==> src/rtl/rect_loop_pkg.sv <==
// Shared types and the rectangle-stepping rule for the rectangle loop sequencer.
package rect_loop_pkg;

    // Internal corner width; the top narrows corners to its IDX_W on the ports.
    localparam int unsigned RIDX_W = 8;

    typedef enum logic [2:0] {
        IDLE    = 3'd0,
        ISSUE   = 3'd1,
        WAIT    = 3'd2,
        ADVANCE = 3'd3,
        DONE    = 3'd4
    } state_e;

    typedef struct packed {
        logic [RIDX_W-1:0] r1;
        logic [RIDX_W-1:0] r2;
        logic [RIDX_W-1:0] c1;
        logic [RIDX_W-1:0] c2;
    } rect_t;

    typedef struct packed {
        rect_t rect;
        logic  last;
    } rect_step_t;

    localparam rect_t RECT_FIRST = '{r1: 8'd0, r2: 8'd1, c1: 8'd0, c2: 8'd1};

    // Next rectangle in c2 -> c1 -> r2 -> r1 order; last=1 when cur is the final one.
    function automatic rect_step_t next_rect(input rect_t cur,
                                             input int unsigned rows,
                                             input int unsigned cols);
        rect_step_t step;
        step.rect = cur;
        step.last = 1'b0;
        if (32'(cur.c2) < cols - 32'd1) begin
            step.rect.c2 = RIDX_W'(cur.c2 + RIDX_W'(1));
        end else if (32'(cur.c1) < cols - 32'd2) begin
            step.rect.c1 = RIDX_W'(cur.c1 + RIDX_W'(1));
            step.rect.c2 = RIDX_W'(cur.c1 + RIDX_W'(2));
        end else if (32'(cur.r2) < rows - 32'd1) begin
            step.rect.c1 = '0;
            step.rect.c2 = RIDX_W'(1);
            step.rect.r2 = RIDX_W'(cur.r2 + RIDX_W'(1));
        end else if (32'(cur.r1) < rows - 32'd2) begin
            step.rect.c1 = '0;
            step.rect.c2 = RIDX_W'(1);
            step.rect.r1 = RIDX_W'(cur.r1 + RIDX_W'(1));
            step.rect.r2 = RIDX_W'(cur.r1 + RIDX_W'(2));
        end else begin
            step.last = 1'b1;
        end
        return step;
    endfunction

endpackage

==> src/rtl/rect_loop_sequencer_rect_enum.sv <==
// Corner registers of the current rectangle plus the advance/last logic.
module rect_enum
    import rect_loop_pkg::*;
#(
    parameter int unsigned ROWS = 4,
    parameter int unsigned COLS = 4
) (
    input  logic  clk,
    input  logic  reset,
    input  logic  load_i,
    input  logic  advance_i,
    output rect_t rect_o,
    output logic  last_c_o
);

    rect_t      rect_q;
    rect_t      rect_d;
    rect_step_t step_c;

    // Successor of the current rectangle and whether the current one is the last.
    always_comb begin
        step_c = next_rect(rect_q, ROWS, COLS);
    end

    // Load the first rectangle on job accept, otherwise step when told to.
    always_comb begin
        rect_d = rect_q;
        if (load_i) begin
            rect_d = RECT_FIRST;
        end else if (advance_i && !step_c.last) begin
            rect_d = step_c.rect;
        end
    end

    // Corner state register.
    always_ff @(posedge clk) begin
        if (reset) begin
            rect_q <= RECT_FIRST;
        end else begin
            rect_q <= rect_d;
        end
    end

    assign rect_o   = rect_q;
    assign last_c_o = step_c.last;

endmodule

==> src/rtl/rect_loop_sequencer.sv <==
// Walks every rectangle of a ROWS x COLS matrix, one flip request at a time.
module rect_loop_sequencer
    import rect_loop_pkg::*;
#(
    parameter int unsigned ROWS        = 4,
    parameter int unsigned COLS        = 4,
    parameter int unsigned ADDR_W      = 8,
    parameter int unsigned IDX_W       = 2,
    parameter int unsigned CNT_W       = 8,
    parameter int unsigned TIMEOUT_CYC = 64
) (
    input  logic              clk,
    input  logic              reset,
    input  logic              job_valid,
    output logic              job_ready,
    input  logic [ADDR_W-1:0] job_base_addr,
    input  logic              abort,
    output logic              flip_start,
    output logic [ADDR_W-1:0] flip_base_addr,
    output logic [IDX_W-1:0]  r1,
    output logic [IDX_W-1:0]  r2,
    output logic [IDX_W-1:0]  c1,
    output logic [IDX_W-1:0]  c2,
    input  logic              flip_done,
    output logic              busy,
    output logic              done,
    output logic              timeout_err,
    output logic [CNT_W-1:0]  rect_count
);

    localparam int unsigned WD_W = $clog2(TIMEOUT_CYC + 1);

    state_e            state_q, state_d;
    logic [WD_W-1:0]   wd_q, wd_d;
    logic [CNT_W-1:0]  cnt_q, cnt_d;
    logic              tmo_q, tmo_d;
    logic [ADDR_W-1:0] addr_q, addr_d;
    logic              job_ready_q, flip_start_q, busy_q, done_q;
    logic              load_c, advance_c, last_c;
    rect_t             rect_c;
    logic              unused_rect_c;

    rect_enum #(
        .ROWS (ROWS),
        .COLS (COLS)
    ) u_rect_enum (
        .clk       (clk),
        .reset     (reset),
        .load_i    (load_c),
        .advance_i (advance_c),
        .rect_o    (rect_c),
        .last_c_o  (last_c)
    );

    // Next state, watchdog, counters and corner-stepping strobes.
    always_comb begin
        state_d   = state_q;
        wd_d      = wd_q;
        cnt_d     = cnt_q;
        tmo_d     = tmo_q;
        addr_d    = addr_q;
        load_c    = 1'b0;
        advance_c = 1'b0;
        case (state_q)
            IDLE: begin
                if (job_valid) begin
                    state_d = ISSUE;
                    addr_d  = job_base_addr;
                    cnt_d   = '0;
                    tmo_d   = 1'b0;
                    load_c  = 1'b1;
                end
            end
            ISSUE: begin
                wd_d    = '0;
                state_d = WAIT;
            end
            WAIT: begin
                if (flip_done) begin
                    if (cnt_q != '1) begin
                        cnt_d = cnt_q + CNT_W'(1);
                    end
                    state_d = ADVANCE;
                end else begin
                    wd_d = wd_q + WD_W'(1);
                    if ((wd_q + WD_W'(1)) == WD_W'(TIMEOUT_CYC)) begin
                        tmo_d   = 1'b1;
                        state_d = DONE;
                    end
                end
            end
            ADVANCE: begin
                if (last_c) begin
                    state_d = DONE;
                end else begin
                    advance_c = 1'b1;
                    state_d   = ISSUE;
                end
            end
            DONE: begin
                state_d = IDLE;
            end
            default: begin
                state_d = IDLE;
            end
        endcase
        // Abort overrides everything, including a flip_done in the same cycle.
        if (abort && (state_q != IDLE)) begin
            state_d   = IDLE;
            wd_d      = wd_q;
            cnt_d     = cnt_q;
            tmo_d     = tmo_q;
            advance_c = 1'b0;
        end
    end

    // State, datapath and registered status outputs decoded from the next state.
    always_ff @(posedge clk) begin
        if (reset) begin
            state_q      <= IDLE;
            wd_q         <= '0;
            cnt_q        <= '0;
            tmo_q        <= 1'b0;
            addr_q       <= '0;
            job_ready_q  <= 1'b1;
            flip_start_q <= 1'b0;
            busy_q       <= 1'b0;
            done_q       <= 1'b0;
        end else begin
            state_q      <= state_d;
            wd_q         <= wd_d;
            cnt_q        <= cnt_d;
            tmo_q        <= tmo_d;
            addr_q       <= addr_d;
            job_ready_q  <= (state_d == IDLE);
            flip_start_q <= (state_d == ISSUE);
            busy_q       <= (state_d != IDLE);
            done_q       <= (state_d == DONE);
        end
    end

    // Corner bits above IDX_W stay zero for any ROWS/COLS that fit IDX_W.
    assign unused_rect_c = ^rect_c;

    assign job_ready      = job_ready_q;
    assign flip_start     = flip_start_q;
    assign flip_base_addr = addr_q;
    assign busy           = busy_q;
    assign done           = done_q;
    assign timeout_err    = tmo_q;
    assign rect_count     = cnt_q;
    assign r1             = IDX_W'(rect_c.r1);
    assign r2             = IDX_W'(rect_c.r2);
    assign c1             = IDX_W'(rect_c.c1);
    assign c2             = IDX_W'(rect_c.c2);

endmodule

==> config.mk <==
export PLATFORM = sky130hd
export DESIGN_NAME = rect_loop_sequencer
export DESIGN_NICKNAME = d
export VERILOG_FILES = /design/src/rtl/rect_loop_pkg.sv /design/src/rtl/rect_loop_sequencer_rect_enum.sv /design/src/rtl/rect_loop_sequencer.sv
export SDC_FILE = /design/constraint.sdc
export NUM_CORES = 1
export LEC_CHECK = 0
export CORE_MARGIN = 2
export CORE_UTILIZATION = 54
export DETAILED_ROUTE_END_ITERATION = 12
export GPL_TIMING_DRIVEN = 0
export HOLD_SLACK_MARGIN = 0.03
export PLACE_DENSITY = 0.78
export SLEW_MARGIN = 20
export SYNTH_ARGS = -nofsm -noshare
export SYNTH_HDL_FRONTEND = slang
export SYNTH_SLANG_ARGS = --single-unit
==> constraint.sdc <==
create_clock -name clk -period 3 [get_ports clk]
set_clock_uncertainty 0.1 [all_clocks]
set_input_delay 0.45 -clock clk [delete_from_list [all_inputs] [get_ports clk]]
set_output_delay 0.45 -clock clk [all_outputs]
set_load 0.03 [all_outputs]
---- Word-level counts from Yosys, hierarchy flattened ----
Cells that the tools add are included.
W data, S select, Z words.
storage, ports and cells
  register bits after elaboration ......... 63
  input bits .............................. 13
operators by class
  muxes and demuxes ....................... 29
  add/subtract/negate cells ............... 8
  magnitude comparators ................... 4
  bitwise gates (word level) .............. 4
  reductions and logical operators ........ 21
  equality and inequality tests ........... 12
operator list
  cell                   count
  $mux W24               2
  $add A8 B1 Y8 const B  5
  $lt A8 B2 Y1 const B   4
  $mux W8                4
  $add A8 B2 Y8 const B  2
  $mux W16               1
  $pmux W8 S2            1
  $mux W3                5
  $reduce_and A5 Y1      3
  $pmux W7 S2            1
  $mux W1                12
  $pmux W3 S4            1
  $ne A2 B2 Y1 const B   5
  $reduce_bool A3 Y1     3
  $ne A8 B8 Y1 const B   1
  $add A7 B1 Y7 const B  1
  $eq A7 B7 Y1 const B   1
  $mux W7                1
  $eq A3 B1 Y1 const B   2
  $eq A3 B2 Y1 const B   2
  $logic_not A3 Y1       2
  $reduce_and A3 Y1      2
  $reduce_bool A2 Y1     3
  $not A1 Y1             4
  8 further kinds        10

---- Depth between registers and ports, before layout ----
Gate-level depths: netlist of the first run.
  depth after elaboration ................. 10
  mapped depth ............................ 7

---- Cells and area by module ----
Synthesis of the first run repeated with hierarchy kept, for this count alone.
unflattened totals
  cells, all modules ...................... 307
  area, all modules ....................... 2741.4 um2
modules (own cells, without submodules)
  module               cells each  instances  sequential area each (um2)  area each (um2)
  rect_loop_sequencer  170         1          620.6                       1401.3
  rect_enum            137         1          640.6                       1340.0

---- Worst setup path after synthesis of the first run ----
OpenSTA, ideal clock, no wires.
  path kind ............................... reg2reg
  start ................................... register u_rect_enum.rect_q, in the netlist u_rect_enum.rect_o[12]
  end ..................................... register u_rect_enum.rect_q, in the netlist u_rect_enum.rect_o[8]
  arrival ................................. 1.912 ns
  buffers on the path ..................... 1
  library setup time ...................... 0.128 ns
  required time ........................... 2.772 ns
  slack ................................... 0.861 ns
  cell stages (with the launch flop) ...... 7
  clock period less this slack ............ 2.139 ns
  cell sequence ........................... dfxtp_1 or4_4 or4_4 buf_6 a31oi_4 mux2i_1 nor2_1
on the way
  longest elaborated chain between the ends .. 8
ends and longest elaborated chain
  element                      line                                 RTL
  start: declaration           rect_loop_sequencer_rect_enum.sv:16  rect_t rect_q;
  start signal: assignment     rect_loop_sequencer_rect_enum.sv:40  rect_q <= rect_d;
  $lt A8 B2 Y1 (*)             rect_loop_pkg.sv:38                  end else if (32'(cur.c1) < cols - 32'd2) begin
  $mux W1                      rect_loop_pkg.sv:38
  $mux W1                      rect_loop_pkg.sv:36                  if (32'(cur.c2) < cols - 32'd1) begin
  $mux W1                      rect_loop_sequencer.sv:93            if (last_c) begin
  $mux W1                      rect_loop_sequencer.sv:64            case (state_q)
  $mux W1                      rect_loop_sequencer.sv:108           if (abort && (state_q != IDLE)) begin
  $logic_and A1 B1 Y1          rect_loop_sequencer_rect_enum.sv:30  end else if (advance_i && !step_c.last) begin
  $reduce_and A3 Y1 (no line)  -
Every way passes the cells marked *; elsewhere a longest branch is shown, timed or not.
A chain may end at the register's enable or synchronous reset.

---- Worst setup path in the final report of the first run ----
  start ................................... input port flip_done
  end ..................................... register wd_q[4]
on the way
  longest elaborated chain between the ends .. 2
ends and longest elaborated chain
  element                      line                        RTL
  start: declaration           rect_loop_sequencer.sv:24   input logic flip_done,
  $ne A2 B2 Y1 (no line)       -
  $reduce_and A3 Y1 (no line)  -
  end signal: assignment       rect_loop_sequencer.sv:131  wd_q <= wd_d;
  end: declaration             rect_loop_sequencer.sv:34   logic [WD_W-1:0] wd_q, wd_d;
Every way passes these cells.

==> impl_metrics.env, run 1 <==
export IMPL_cts_hold_buf=0
export IMPL_start_util_pct=55.7
export IMPL_synth_area_per_cell_um2=8.89
export IMPL_clk_latency_ns=0.35
export IMPL_regArea_mm2=0.00126
export IMPL_tightest_slew_ns=0.790
export IMPL_cp_arrival_ns=2.56
export IMPL_nNetsFinal=393
export IMPL_worst_r2r_path_depth=5
export IMPL_crit_fanout=8
export IMPL_worstHoldStart="u_rect_enum.rect_o[31]$_SDFFE_PP0P_"
export IMPL_r2r_start="u_rect_enum.rect_o[28]$_SDFFE_PP0P_"
export IMPL_ant_nets=0
export IMPL_grt_antenna_before_repair=0
export IMPL_hold_path_end="u_rect_enum.rect_o[31]$_SDFFE_PP0P_"
export IMPL_ys_ff_latch=63
export IMPL_drc=0
export IMPL_grt_pass1_wl_um=10600
export IMPL_fp_row_count=26
export IMPL_vias=2502
export IMPL_cap_violations=0
export IMPL_grt_ovfl_total=0
export IMPL_cts_resized=0
export IMPL_startpoint_type="input port"
export IMPL_syn_area_mm2=0.00285
export IMPL_drive_gt1_share_pct=11.4
export IMPL_hold_violations=0
export IMPL_viasPerCell=5.60
export IMPL_ir_worst_vdd_v=0.000490
export IMPL_grt_start_max_net_pins=13
export IMPL_finalSetupTns_ns=0
export IMPL_multi_input_area_mm2=0.00147
export IMPL_crit_type="in2reg"
export IMPL_yosysUniqueCellTypes=55
export IMPL_clk_path_buf_depth=2
export IMPL_wl_um=6200
export IMPL_reg2reg_slack_ns=0.67
export IMPL_relSlewSlack_pct=47.2
export IMPL_gp_congestion=0.837
export IMPL_die_w_um=76.6
export IMPL_crit_slowest_cell="or4b_2"
export IMPL_power_density_mw_per_mm2=568
export IMPL_period_needed_ns=2.38
export IMPL_syn_inst=320
export IMPL_cp_end_kind="flop"
export IMPL_slew_violations=0
export IMPL_core_mm2=0.00511
export IMPL_postCtsSetupBuffers=0
export IMPL_drt_pass1_iter_count=4
export IMPL_leakage_nw=1.36
export IMPL_fin_cells=447
export IMPL_die_h_um=76.6
export IMPL_cp_cell_sequence="clkdlybuf4s50_1, nor4b_2, nand2b_1, clkbuf_1, or4b_2, a21oi_1"
export IMPL_r2r_end="u_rect_enum.rect_o[16]$_SDFFE_PP1P_"
export IMPL_setup_viol=0
export IMPL_path_buf_inv=2
export IMPL_diodes=0
export IMPL_dp_cells=431
export IMPL_holdPathStages=1
export IMPL_drt_iter0_markers=127
export IMPL_cts_max_level=3
export IMPL_cts_sinks=63
export IMPL_post_dp_hpwl_um=4340
export IMPL_pin_count=42
export IMPL_status="completed"
export IMPL_nFillCells=442
export IMPL_numCtsBuffers=9
export IMPL_fp_dieArea_mm2=0.00587
export IMPL_ys_seq_area_share_pct=44.3
export IMPL_fmax_mhz=421
export IMPL_cts_tree="yes"
export IMPL_synthesis_nets=341
export IMPL_fin_crit_sh_pct=79.2
export IMPL_async_flop_share_pct=0
export IMPL_grt_use_total_pct=22.2
export IMPL_ys_warn_count=0
export IMPL_synth_edff_count=0
export IMPL_cts_root_buf="clkbuf_8"
export IMPL_rsz0062_at_grt="no"
export IMPL_area_growth_pct=26.1
export IMPL_avgRoutedWirePerCell_um=13.9
export IMPL_critical_path_max_stage_delay_ns=0.63
export IMPL_cp_required_ns=3.18
export IMPL_hold_path_class="reg2reg"
export IMPL_layout_common_cells="63 x dfxtp_1, 41 x clkdlybuf4s50_1, 35 x nor2_1"
export IMPL_clk_pin_slew_worst_paths_ns=0.07
export IMPL_layout_commonest_cell="dfxtp_1"
export IMPL_grt_pass1_vias=2316
export IMPL_path_delay_family="simple AND/OR/NAND/NOR gates"
export IMPL_place_port_buffers=41
export IMPL_ys_flop_type="dfxtp_1"
metal layers:
metal  part of all wire [%]  GRT usage [%]
met5                      0              0
met4                    2.0           11.6
met3                    4.7           5.09
met2                     49           37.2
met1                     45           26.6
area by class of cell:
type | count | share of cell area, %
clock buffer | 9 | 3.45
inverter | 2 | 0.209
timing repair buffer | 41 | 11.4
sequential | 63 | 35.1
tap | 70 | 2.44
multi-input combinational | 236 | 40.8
buffer | 19 | 3.10
clock inverter | 7 | 3.38
how the worst max path moves through the flow:
stage | startpoint | end | cells past startpoint | slack (ns)
6_report | flip_done | wd_q[4]$_SDFFE_PP0P_ | 6 | 0.62
3_5_place_dp | flip_done | wd_q[4]$_SDFFE_PP0P_ | 6 | 0.26
4_1_cts | flip_done | wd_q[4]$_SDFFE_PP0P_ | 6 | 0.64
5_1_grt | flip_done | wd_q[4]$_SDFFE_PP0P_ | 6 | 0.45
2_1_floorplan | u_rect_enum.rect_o[12]$_SDFFE_PP0P_ | u_rect_enum.rect_o[8]$_SDFFE_PP0P_ | 6 | 0.86
3_3_place_gp | flip_done | wd_q[4]$_SDFFE_PP0P_ | 6 | 0.30
metrics by stage:
stage          total power [mW]  hold WS, ns  setup WS, ns  area (um2)  utilization, %
6_report                   2.04        0.355         0.623        3590            70.3
3_5_place_dp               1.14        0.337         0.262        3340            65.5
2_1_floorplan              1.05        0.320         0.861        2850               -
3_3_place_gp               1.13        0.334         0.299        3340            65.5
4_1_cts                    2.04        0.358         0.641        3590            70.3
5_1_grt                    2.10        0.370         0.446        3590            70.3
power breakdown:
group	internal (mW)	switching, mW
clock	0.554	0.363
combinational	0.0939	0.153
sequential	0.860	0.0125
registers in the layout, indices dropped and copies added (netlist names):
signal and count:
u_rect_enum.rect_o 32, flip_base_addr 8, rect_count 8, wd_q 7, state_q 3, busy 1, done 1, flip_start 1
job_ready 1, timeout_err 1
synthesized netlist by cell type (2+ instances only):
cell type | instances | share of area, %
a41oi_1 | 4 | 1.2
nand4_1 | 2 | 0.44
inv_1 | 2 | 0.26
a211oi_1 | 2 | 0.53
dfxtp_1 | 63 | 44
ha_1 | 8 | 3.5
nand3b_1 | 4 | 1.1
o21a_1 | 8 | 2.1
xor2_1 | 2 | 0.62
nor3_1 | 13 | 2.3
a21oi_1 | 27 | 4.7
nor2_1 | 35 | 4.6
a31oi_1 | 6 | 1.3
or4_1 | 2 | 0.53
nand2_1 | 31 | 4.1
nand2b_1 | 6 | 1.3
buf_4 | 8 | 2.1
a31o_2 | 2 | 0.62
nand3_1 | 11 | 1.9
or4_4 | 3 | 1.2
and2_1 | 12 | 2.6
nor4_1 | 6 | 1.3
and3_1 | 11 | 2.4
buf_2 | 2 | 0.35
xnor2_1 | 5 | 1.5
o21ai_0 | 9 | 1.6
clkbuf_1 | 7 | 0.92
nor4b_2 | 2 | 1.1
cells by family after synthesis:
kind of cell | synth area share [%]
compound gates | 17.6
fa+ha+maj | 3.52
simple gates | 27.8
buf+inv | 4.18
mux | 0.352
xor+xnor | 2.15
flops | 44.3
(Power assumes the default switching activity.)
==> run 2, diff against run 1 <==
==> constraint.sdc (replaced) <==
create_clock -name clk -period 2.21 [get_ports clk]
set_clock_uncertainty 0.1 [all_clocks]
set_input_delay 0.3315 -clock clk [delete_from_list [all_inputs] [get_ports clk]]
set_output_delay 0.3315 -clock clk [all_outputs]
set_load 0.03 [all_outputs]
==> impl_metrics.env, run 2 (same netlist as run 1, synthesis figures left out) <==
export IMPL_cp_end_kind="flop"
export IMPL_cts_hold_buf=0
export IMPL_avgRoutedWirePerCell_um=15.3
export IMPL_grt_pass1_wl_um=11200
export IMPL_core_mm2=0.00511
export IMPL_cp_arrival_ns=2.49
export IMPL_final_area_mm2=0.00384
export IMPL_numCtsBuffers=9
export IMPL_place_area_mm2=0.00334
export IMPL_slew_violations=0
export IMPL_die_w_um=76.6
export IMPL_fin_crit_sh_pct=104
export IMPL_drt_iter0_markers=98
export IMPL_diodes=0
export IMPL_layout_commonest_cell="dfxtp_1"
export IMPL_fp_dieArea_mm2=0.00587
export IMPL_violations="negative setup slack"
export IMPL_place_port_buffers=41
export IMPL_grt_use_total_pct=23.8
export IMPL_cap_violations=0
export IMPL_cp_required_ns=2.41
export IMPL_cts_sinks=63
export IMPL_worst_slack_ns=-0.0840
export IMPL_grt_ovfl_total=0
export IMPL_hold_violations=0
export IMPL_grt_antenna_before_repair=0
export IMPL_status="complete, but fails checks"
export IMPL_ir_worst_vdd_v=0.000670
export IMPL_clk_path_buf_depth=2
export IMPL_crit_type="reg2reg"
export IMPL_ant_nets=0
export IMPL_setup_viol=18
export IMPL_die_h_um=76.6
export IMPL_leakage_nw=1.44
export IMPL_grt_start_max_net_pins=13
export IMPL_grt_pass1_vias=2432
export IMPL_crit_fanout=4
export IMPL_final_util_pct=75.1
export IMPL_reg2reg_slack_ns=-0.08
export IMPL_tightest_slew_ns=0.610
export IMPL_drc=0
export IMPL_rsz0062_at_grt="yes"
export IMPL_worst_r2r_path_depth=6
export IMPL_largest_register_ffs=32
export IMPL_post_dp_hpwl_um=4340
export IMPL_gp_congestion=0.837
export IMPL_cts_tree="yes"
export IMPL_holdPathStages=2
export IMPL_hold_path_end="flip_base_addr[7]$_SDFFE_PP0P_"
export IMPL_clk_pin_slew_worst_paths_ns=0.08
export IMPL_area_growth_pct=34.8
export IMPL_worstHoldStart="flip_base_addr[7]$_SDFFE_PP0P_"
export IMPL_layout_common_cells="61 x dfxtp_1, 41 x clkdlybuf4s50_1, 33 x nor2_1"
export IMPL_relSlewSlack_pct=59.0
export IMPL_period_needed_ns=2.29
export IMPL_nNetsFinal=402
export IMPL_clk_latency_ns=0.36
export IMPL_preCtsSetupSlack_ns=-0.409
export IMPL_power_density_mw_per_mm2=728
export IMPL_wl_um=6960
export IMPL_r2r_start="u_rect_enum.rect_o[28]$_SDFFE_PP0P_"
export IMPL_fmax_mhz=436
export IMPL_r2r_end="u_rect_enum.rect_o[3]$_SDFFE_PP0P_"
export IMPL_start_util_pct=55.7
export IMPL_viasPerCell=5.65
export IMPL_drive_gt1_share_pct=19.9
export IMPL_startpoint_type="flop"
export IMPL_cts_max_level=3
export IMPL_fp_row_count=26
export IMPL_hold_path_class="reg2reg"
export IMPL_cts_root_buf="clkbuf_8"
export IMPL_pin_count=42
export IMPL_drt_pass1_iter_count=4
export IMPL_vias=2577
-- run 2: cell count changes in the layout (fill, tap and decap cells not counted), sizes merged --
cell  delta
buf      +9
-- run 2: final cells by class --
cell class	instances	area, um2
Sequential cell	63	1270
Clock buffer	9	124
Fill cell	379	1270
Tap cell	70	87.6
Timing Repair Buffer	51	509
Clock inverter	7	121
Multi-Input combinational cell	236	1620
Inverter	2	7.51
Buffer	18	101
-- run 2: worst max path at each step --
stage | cells after the start | from | slack (ns) | to
3_3_place_gp | 6 | flip_done | -0.37 | wd_q[4]$_SDFFE_PP0P_
6_report | 6 | u_rect_enum.rect_o[28]$_SDFFE_PP0P_ | -0.08 | u_rect_enum.rect_o[3]$_SDFFE_PP0P_
4_1_cts | 6 | u_rect_enum.rect_o[28]$_SDFFE_PP0P_ | -0.04 | u_rect_enum.rect_o[18]$_SDFFE_PP0P_
2_1_floorplan | 6 | u_rect_enum.rect_o[12]$_SDFFE_PP0P_ | 0.07 | u_rect_enum.rect_o[8]$_SDFFE_PP0P_
3_5_place_dp | 6 | flip_done | -0.41 | wd_q[4]$_SDFFE_PP0P_
5_1_grt | 6 | u_rect_enum.rect_o[12]$_SDFFE_PP0P_ | -0.13 | u_rect_enum.rect_o[3]$_SDFFE_PP0P_
-- run 2: worst max-delay path, stage by stage, from the launching register on --
cell	delay [ns]
dfxtp_2	0.32
or4_4	0.54
or4_4	0.48
buf_6	0.16
a41oi_4	0.30
a21boi_1	0.21
o21a_1	0.13
-- run 2: metal layers --
layer / up-vias / GRT usage, % / wire [um]
met5: - / 0 / 0
met4: 0 / 13.6 / 162
met3: 14 / 5.33 / 319
met2: 69 / 41.2 / 3570
met1: 1226 / 26.9 / 2910
li1: 1268 / - / -
-- run 2: report_power, final --
| group | internal [mW] | leakage (nW) | switching, mW | total (mW) |
|---|---|---|---|---|
| combinational | 0.139 | 0.801 | 0.219 | 0.358 |
| sequential | 1.17 | 0.511 | 0.0171 | 1.18 |
| clock | 0.752 | 0.123 | 0.499 | 1.25 |
| total | 2.06 | 1.44 | 0.736 | 2.79 |
-- run 2: repair_timing --
action	4_1_cts	5_1_grt
endpoints found under the hold margin	0	0
buffers inserted	7	3
resized for setup	11	28
setup endpoints to repair	31	38
pin swaps	4	20
-- run 2: metrics by stage --
| step | std cells | power [mW] | setup TNS [ns] | hold slack [ns] |
|---|---|---|---|---|
| CTS | 454 | 2.78 | -0.0625 | 0.358 |
| global placement | 431 | 1.54 | -6.15 | 0.334 |
| floorplan | 320 | 1.42 | 0 | 0.320 |
| finish | 456 | 2.79 | -0.539 | 0.355 |
| detailed placement | 431 | 1.55 | -6.93 | 0.337 |
| global route | 456 | 2.88 | -1.60 | 0.377 |
